[src/rtl/boton_evento_ctrl.sv]
// boton_evento_ctrl: classifies debounced button presses as short/long, arbitrates them
// round-robin into a small event FIFO with a valid/ready output. Optional: BOTON_AUTOREPEAT_EN.
module boton_evento_ctrl #(
  parameter int N_BTN         = 4,
  parameter int LONG_CYCLES   = 8,
  parameter int FIFO_DEPTH    = 4,
  parameter int REPEAT_CYCLES = 4
) (
  input  logic                          clk_i,
  input  logic                          reset_i,
  input  logic [N_BTN-1:0]              btn_db_i,
  output logic                          ev_valid_o,
  input  logic                          ev_ready_i,
  output logic [$clog2(N_BTN)-1:0]      ev_id_o,
  output logic                          ev_long_o,
  output logic                          ev_overflow_o,
  output logic [$clog2(FIFO_DEPTH):0]   fifo_level_o
);
  // state   | meaning
  // IDLE    | released, or held since before reset
  // PRESSED | fresh press, counting hold length
  // HELD    | long event already issued, waiting for release
  localparam int IW = $clog2(N_BTN);
  localparam int CW = $clog2(LONG_CYCLES);
  localparam int AW = $clog2(FIFO_DEPTH);
  localparam logic [CW-1:0] CNT_LAST = CW'(LONG_CYCLES - 1);
  localparam logic [CW-1:0] CNT_FIRE = CW'(LONG_CYCLES - 2);

  typedef enum logic [1:0] {IDLE, PRESSED, HELD} btn_st_e;

  btn_st_e          st_q  [N_BTN];
  btn_st_e          st_d  [N_BTN];
  logic [CW-1:0]    cnt_q [N_BTN];
  logic [CW-1:0]    cnt_d [N_BTN];
  logic [N_BTN-1:0] btn_prev_q;
  logic [N_BTN-1:0] ev_gen, ev_gen_long;
`ifdef BOTON_AUTOREPEAT_EN
  localparam int RW = (REPEAT_CYCLES > 1) ? $clog2(REPEAT_CYCLES) : 1;
  localparam logic [RW-1:0] REP_LAST = RW'(REPEAT_CYCLES - 1);
  logic [RW-1:0]    rep_q [N_BTN];
  logic [RW-1:0]    rep_d [N_BTN];
`endif

  logic [N_BTN-1:0] pend_q, pend_d, pend_long_q, pend_long_d;
  logic [IW-1:0]    rr_q, rr_d, gnt_idx;
  logic [IW:0]      scan;
  logic             gnt_found, push, pop, full;
  logic             ovf_q, ovf_d;
  logic [IW:0]      mem_q [FIFO_DEPTH];
  logic [AW-1:0]    wr_q, rd_q;
  logic [AW:0]      count_q;

  always_comb begin
    ev_gen      = '0;
    ev_gen_long = '0;
    for (int i = 0; i < N_BTN; i++) begin
      st_d[i]  = st_q[i];
      cnt_d[i] = cnt_q[i];
`ifdef BOTON_AUTOREPEAT_EN
      rep_d[i] = rep_q[i];
`endif
      unique case (st_q[i])
        IDLE: begin
          if (btn_db_i[i] && !btn_prev_q[i]) begin
            st_d[i]  = PRESSED;
            cnt_d[i] = '0;
          end
        end
        PRESSED: begin
          if (!btn_db_i[i]) begin
            st_d[i]   = IDLE;
            ev_gen[i] = 1'b1;
          end else begin
            if (cnt_q[i] != CNT_LAST) cnt_d[i] = cnt_q[i] + 1'b1;
            if (cnt_q[i] == CNT_FIRE) begin
              st_d[i]        = HELD;
              ev_gen[i]      = 1'b1;
              ev_gen_long[i] = 1'b1;
`ifdef BOTON_AUTOREPEAT_EN
              rep_d[i]       = '0;
`endif
            end
          end
        end
        HELD: begin
          if (!btn_db_i[i]) st_d[i] = IDLE;
`ifdef BOTON_AUTOREPEAT_EN
          else if (rep_q[i] == REP_LAST) begin
            rep_d[i]       = '0;
            ev_gen[i]      = 1'b1;
            ev_gen_long[i] = 1'b1;
          end else rep_d[i] = rep_q[i] + 1'b1;
`endif
        end
        default: st_d[i] = IDLE;
      endcase
    end
  end

  // Round-robin: first pending index at or after rr_q, wrapping.
  always_comb begin
    gnt_found = 1'b0;
    gnt_idx   = '0;
    scan      = '0;
    for (int k = 0; k < N_BTN; k++) begin
      scan = {1'b0, rr_q} + (IW+1)'(k);
      if (scan >= (IW+1)'(N_BTN)) scan = scan - (IW+1)'(N_BTN);
      if (!gnt_found && pend_q[scan[IW-1:0]]) begin
        gnt_found = 1'b1;
        gnt_idx   = scan[IW-1:0];
      end
    end
  end

  assign full = (count_q == (AW+1)'(FIFO_DEPTH));
  assign push = gnt_found && !full;
  assign pop  = ev_valid_o && ev_ready_i;

  // A grant frees the slot before new events land, so same-edge capture is not an overflow.
  always_comb begin
    pend_d      = pend_q;
    pend_long_d = pend_long_q;
    ovf_d       = ovf_q;
    rr_d        = rr_q;
    if (push) begin
      pend_d[gnt_idx] = 1'b0;
      rr_d = (gnt_idx == IW'(N_BTN - 1)) ? '0 : gnt_idx + 1'b1;
    end
    for (int i = 0; i < N_BTN; i++) begin
      if (ev_gen[i]) begin
        if (pend_d[i]) ovf_d = 1'b1;
        else begin
          pend_d[i]      = 1'b1;
          pend_long_d[i] = ev_gen_long[i];
        end
      end
    end
  end

  always_ff @(posedge clk_i or posedge reset_i) begin
    if (reset_i) begin
      btn_prev_q  <= '1;
      pend_q      <= '0;
      pend_long_q <= '0;
      rr_q        <= '0;
      ovf_q       <= 1'b0;
      wr_q        <= '0;
      rd_q        <= '0;
      count_q     <= '0;
      for (int i = 0; i < N_BTN; i++) begin
        st_q[i]  <= IDLE;
        cnt_q[i] <= '0;
`ifdef BOTON_AUTOREPEAT_EN
        rep_q[i] <= '0;
`endif
      end
      for (int j = 0; j < FIFO_DEPTH; j++) mem_q[j] <= '0;
    end else begin
      btn_prev_q  <= btn_db_i;
      pend_q      <= pend_d;
      pend_long_q <= pend_long_d;
      rr_q        <= rr_d;
      ovf_q       <= ovf_d;
      for (int i = 0; i < N_BTN; i++) begin
        st_q[i]  <= st_d[i];
        cnt_q[i] <= cnt_d[i];
`ifdef BOTON_AUTOREPEAT_EN
        rep_q[i] <= rep_d[i];
`endif
      end
      if (push) begin
        mem_q[wr_q] <= {gnt_idx, pend_long_q[gnt_idx]};
        wr_q        <= wr_q + 1'b1;
      end
      if (pop) rd_q <= rd_q + 1'b1;
      count_q <= count_q + (AW+1)'(push) - (AW+1)'(pop);
    end
  end

  assign ev_valid_o           = (count_q != '0);
  assign {ev_id_o, ev_long_o} = mem_q[rd_q];
  assign ev_overflow_o        = ovf_q;
  assign fifo_level_o         = count_q;

endmodule
[config.mk]
export PLATFORM = sky130hd
export DESIGN_NAME = boton_evento_ctrl
export DESIGN_NICKNAME = d
export VERILOG_FILES = /design/src/rtl/boton_evento_ctrl.sv
export SDC_FILE = /design/constraint.sdc
export NUM_CORES = 1
export LEC_CHECK = 0
export CAP_MARGIN = 20
export CORE_AREA = 2 2 93 68
export CTS_CLUSTER_SIZE = 28
export DETAILED_ROUTE_END_ITERATION = 6
export DIE_AREA = 0 0 95 70
export PLACE_DENSITY = 0.67
export SYNTH_ARGS = -nofsm -noshare
export SYNTH_HDL_FRONTEND = slang
export SYNTH_SLANG_ARGS = --single-unit
[constraint.sdc]
create_clock -name clk_i -period 2.9 [get_ports clk_i]
set_input_delay 0.87 -clock clk_i [delete_from_list [all_inputs] [get_ports clk_i]]
set_output_delay 0.87 -clock clk_i [all_outputs]
set_load 0.02 [all_outputs]
==> out/qor.txt <==
Worst-path clk slew -> 0.10 ns
CTS Hold Bufs -> 0
synth warn -> 0
Die Area -> 6650 sq um
1st-pass router iterations -> 6
WL per Instance -> 12.99 um
Post-Route WL -> 4.625 mm
Slew @ Worst Pin -> 0.4654 ns
post-route ant nets -> 0
# setup viols final -> 0
share of cells above drive strength 1 -> 11.87%
CP Cell Sequence -> mux4_2 > clkdlybuf4s50_1
Core ar. -> 5916 sq um
vias in the first global route -> 1834
Starting Density -> 47.08%
Die W -> 95 um
num rows -> 24
metal1 wirelength -> 2.365 mm
syn_area_per_cell -> 10.88 sq um
Sink Count -> 54
Clock Latency Late Sink -> 0.31 ns
GRT Overall Usage -> 15.77%
DRC Markers -> 0
Synth Register Bits -> 54
most frequent cells in the layout -> 50 x dfrtp_1, 37 x nand2_1, 22 x ha_1
post_cts resized -> 0
Max FO, Critical Path -> 5
P&R area growth vs syn -> 14.20%
final core utilization -> 53.76%
RSZ-0062 raised after global routing -> false
Antenna diodes -> 0
Final #Nets -> 307
EDFF count, synth -> 0
type of the worst min-delay path -> reg2reg
r2r setup slk -> 0.50 ns
crit-path leading delay family -> buffers and inverters
top routing layer used -> met4
H-tree depth -> 2
Worst EP required -> 2.03 ns
final hold vios -> 0
CP bufs+invs -> 1
Max-Cap Viols -> 0
PortBufs -> 14
pin count of the biggest net entering global routing -> 45
CTS buffer count -> 5
Post-Syn Area -> 2785 sq um
synthesized instance count -> 256
met2 wire length -> 2.082 mm
status -> completed
FF+latch area -> 1356 sq um
CP Launch Type -> flip-flop
initial antenna violation count -> 0
dpl hpwl -> 3.434 mm
CP arrival -> 1.91 ns
sequential share of the synthesized area -> 48.70%
multi-input logic area -> 1358 sq um
Slew headroom -> 68.64%
Max VDD drop -> 0.3438 mV
maximum clock rate -> 360.0 MHz
routed wl met3 -> 146 um
CP max stage cell -> clkdlybuf4s50_1
final worst slack -> 0.1220 ns
hold path startpoint -> ev_overflow_o
Pwr Density -> 974.1 nW/um^2
gr ovfl total -> 0
via count -> 1831
CP endpoint kind -> output pin
fillers -> 514
RR Startpoint -> fifo_level_o[1]
setup TNS -> 0 ns
Layout Skew -> 0.009719 ns
routability congestion estimate -> 0.8531
DRT iter0 DRCs -> 104
TritonCTS clock tree -> built
Die H -> 70 um
Post-CTS Setup Repair Bufs -> 0
num ports -> 15
category of the critical setup timing path -> reg2out
Setup WS pre-CTS -> 0.1404 ns
post-synth cell types -> 47
ys async rst share -> 100.0%
max incr delay on CP -> 0.55 ns
fin crit period -> 2.778 ns
commonest non-fill, non-tap cell in the layout -> dfrtp_1
Primary FF master, synth -> dfrtp_1
Pins Over Slew Limit -> 0
Synthesized Nets -> 286
period utilization -> 95.79%
Leak -> 1.476 nW
Clock Tree Root -> clkbuf_8
first-pass GRT wire length -> 8.328 mm
vias per cell -> 5.143
worst setup path startpoint -> rd_q[0]
Clock Path Buffers -> 2
stage by stage:
step | instance area (sq um) | instances | power (mW) | hold WS, ns
2_1_floorplan | 2785 | 256 | 2.127 | 0.4448
3_3_place_gp | 3043 | 348 | 2.487 | 0.4605
3_5_place_dp | 3043 | 348 | 2.531 | 0.4656
4_1_cts | 3181 | 356 | 3.134 | 0.4896
5_1_grt | 3181 | 356 | 3.372 | 0.5034
6_report | 3181 | 356 | 3.098 | 0.4871
final cells by class:
class | count | area share [%]
clock buffer | 5 | 2.164
clock inverter | 3 | 2.164
inverter | 17 | 2.006
tap | 78 | 3.068
timing repair buffer | 16 | 5.271
sequential | 54 | 42.64
multi-input combinational | 183 | 42.68
registers in the layout, summed over array words and instances (netlist names):
register and count:
cnt_q 12, st_q 8, rr_q 2, btn_prev_q 4, wr_q 2, pend_long_q 4
pend_q 4, rd_q 2, mem_q 12, ev_overflow_o 1, fifo_level_o 3
where the power goes:
part           internal, mW  switching [mW]  total [mW]
logic                 0.636           0.690        1.33
clock network         0.346           0.248       0.594
registers             0.976           0.202        1.18
total                  1.96            1.14        3.10
final timing paths:
kind	endpoint	depth (start not counted)
setup / recovery	ev_long_o	2
hold / removal	ev_overflow_o	1
setup reg to reg	fifo_level_o[2]	9
hold reg to reg	ev_overflow_o	1
max in group asynchronous	btn_prev_q[1]	3
min in group asynchronous	st_q[1]	2
logic make-up (layout without fill, tap and decap cells):
kind of cell	Yosys count	count (layout)	share of synthesized area [%]
XOR/XNOR	5	5	1.572
buffers and inverters	19	41	2.561
multiplexers	15	15	7.188
flip-flops	54	54	48.70
adder cells (fa/ha/maj)	23	23	10.60
AO/OA/AOI/OAI	52	52	13.16
AND/OR/NAND/NOR	88	88	16.22
Yosys cell counts (2+ instances only):
master	instances	area share, %
ha_1	22	9.9
a21oi_1	6	1.1
o22a_1	2	0.63
dfstp_2	4	3.8
a31oi_1	2	0.45
nor3b_1	4	1.1
inv_1	16	2.2
clkbuf_1	2	0.27
xnor2_1	4	1.3
nor3_1	3	0.54
mux4_2	3	2.4
mux2_2	9	3.6
o21ai_0	12	2.2
nor2_1	8	1.1
and2_1	5	1.1
a21o_1	5	1.3
nand2_1	37	5.0
nand3_1	4	0.72
mux2i_1	2	0.72
nand2b_1	7	1.6
o31ai_1	4	1.1
a22o_1	8	2.5
nand3b_1	2	0.54
nor2b_1	11	2.5
dfrtp_1	50	45
o21ai_1	3	0.54
per-layer routing:
| metal | GRT usage (%) | vias up |
|---|---|---|
| met1 | 22.63 | 868 |
| met4 | 3.865 | 0 |
| met5 | 0 | - |
| met2 | 24.59 | 23 |
| met3 | 3.236 | 5 |
| li1 | - | 935 |
Power figures use the tool's default switching activity.
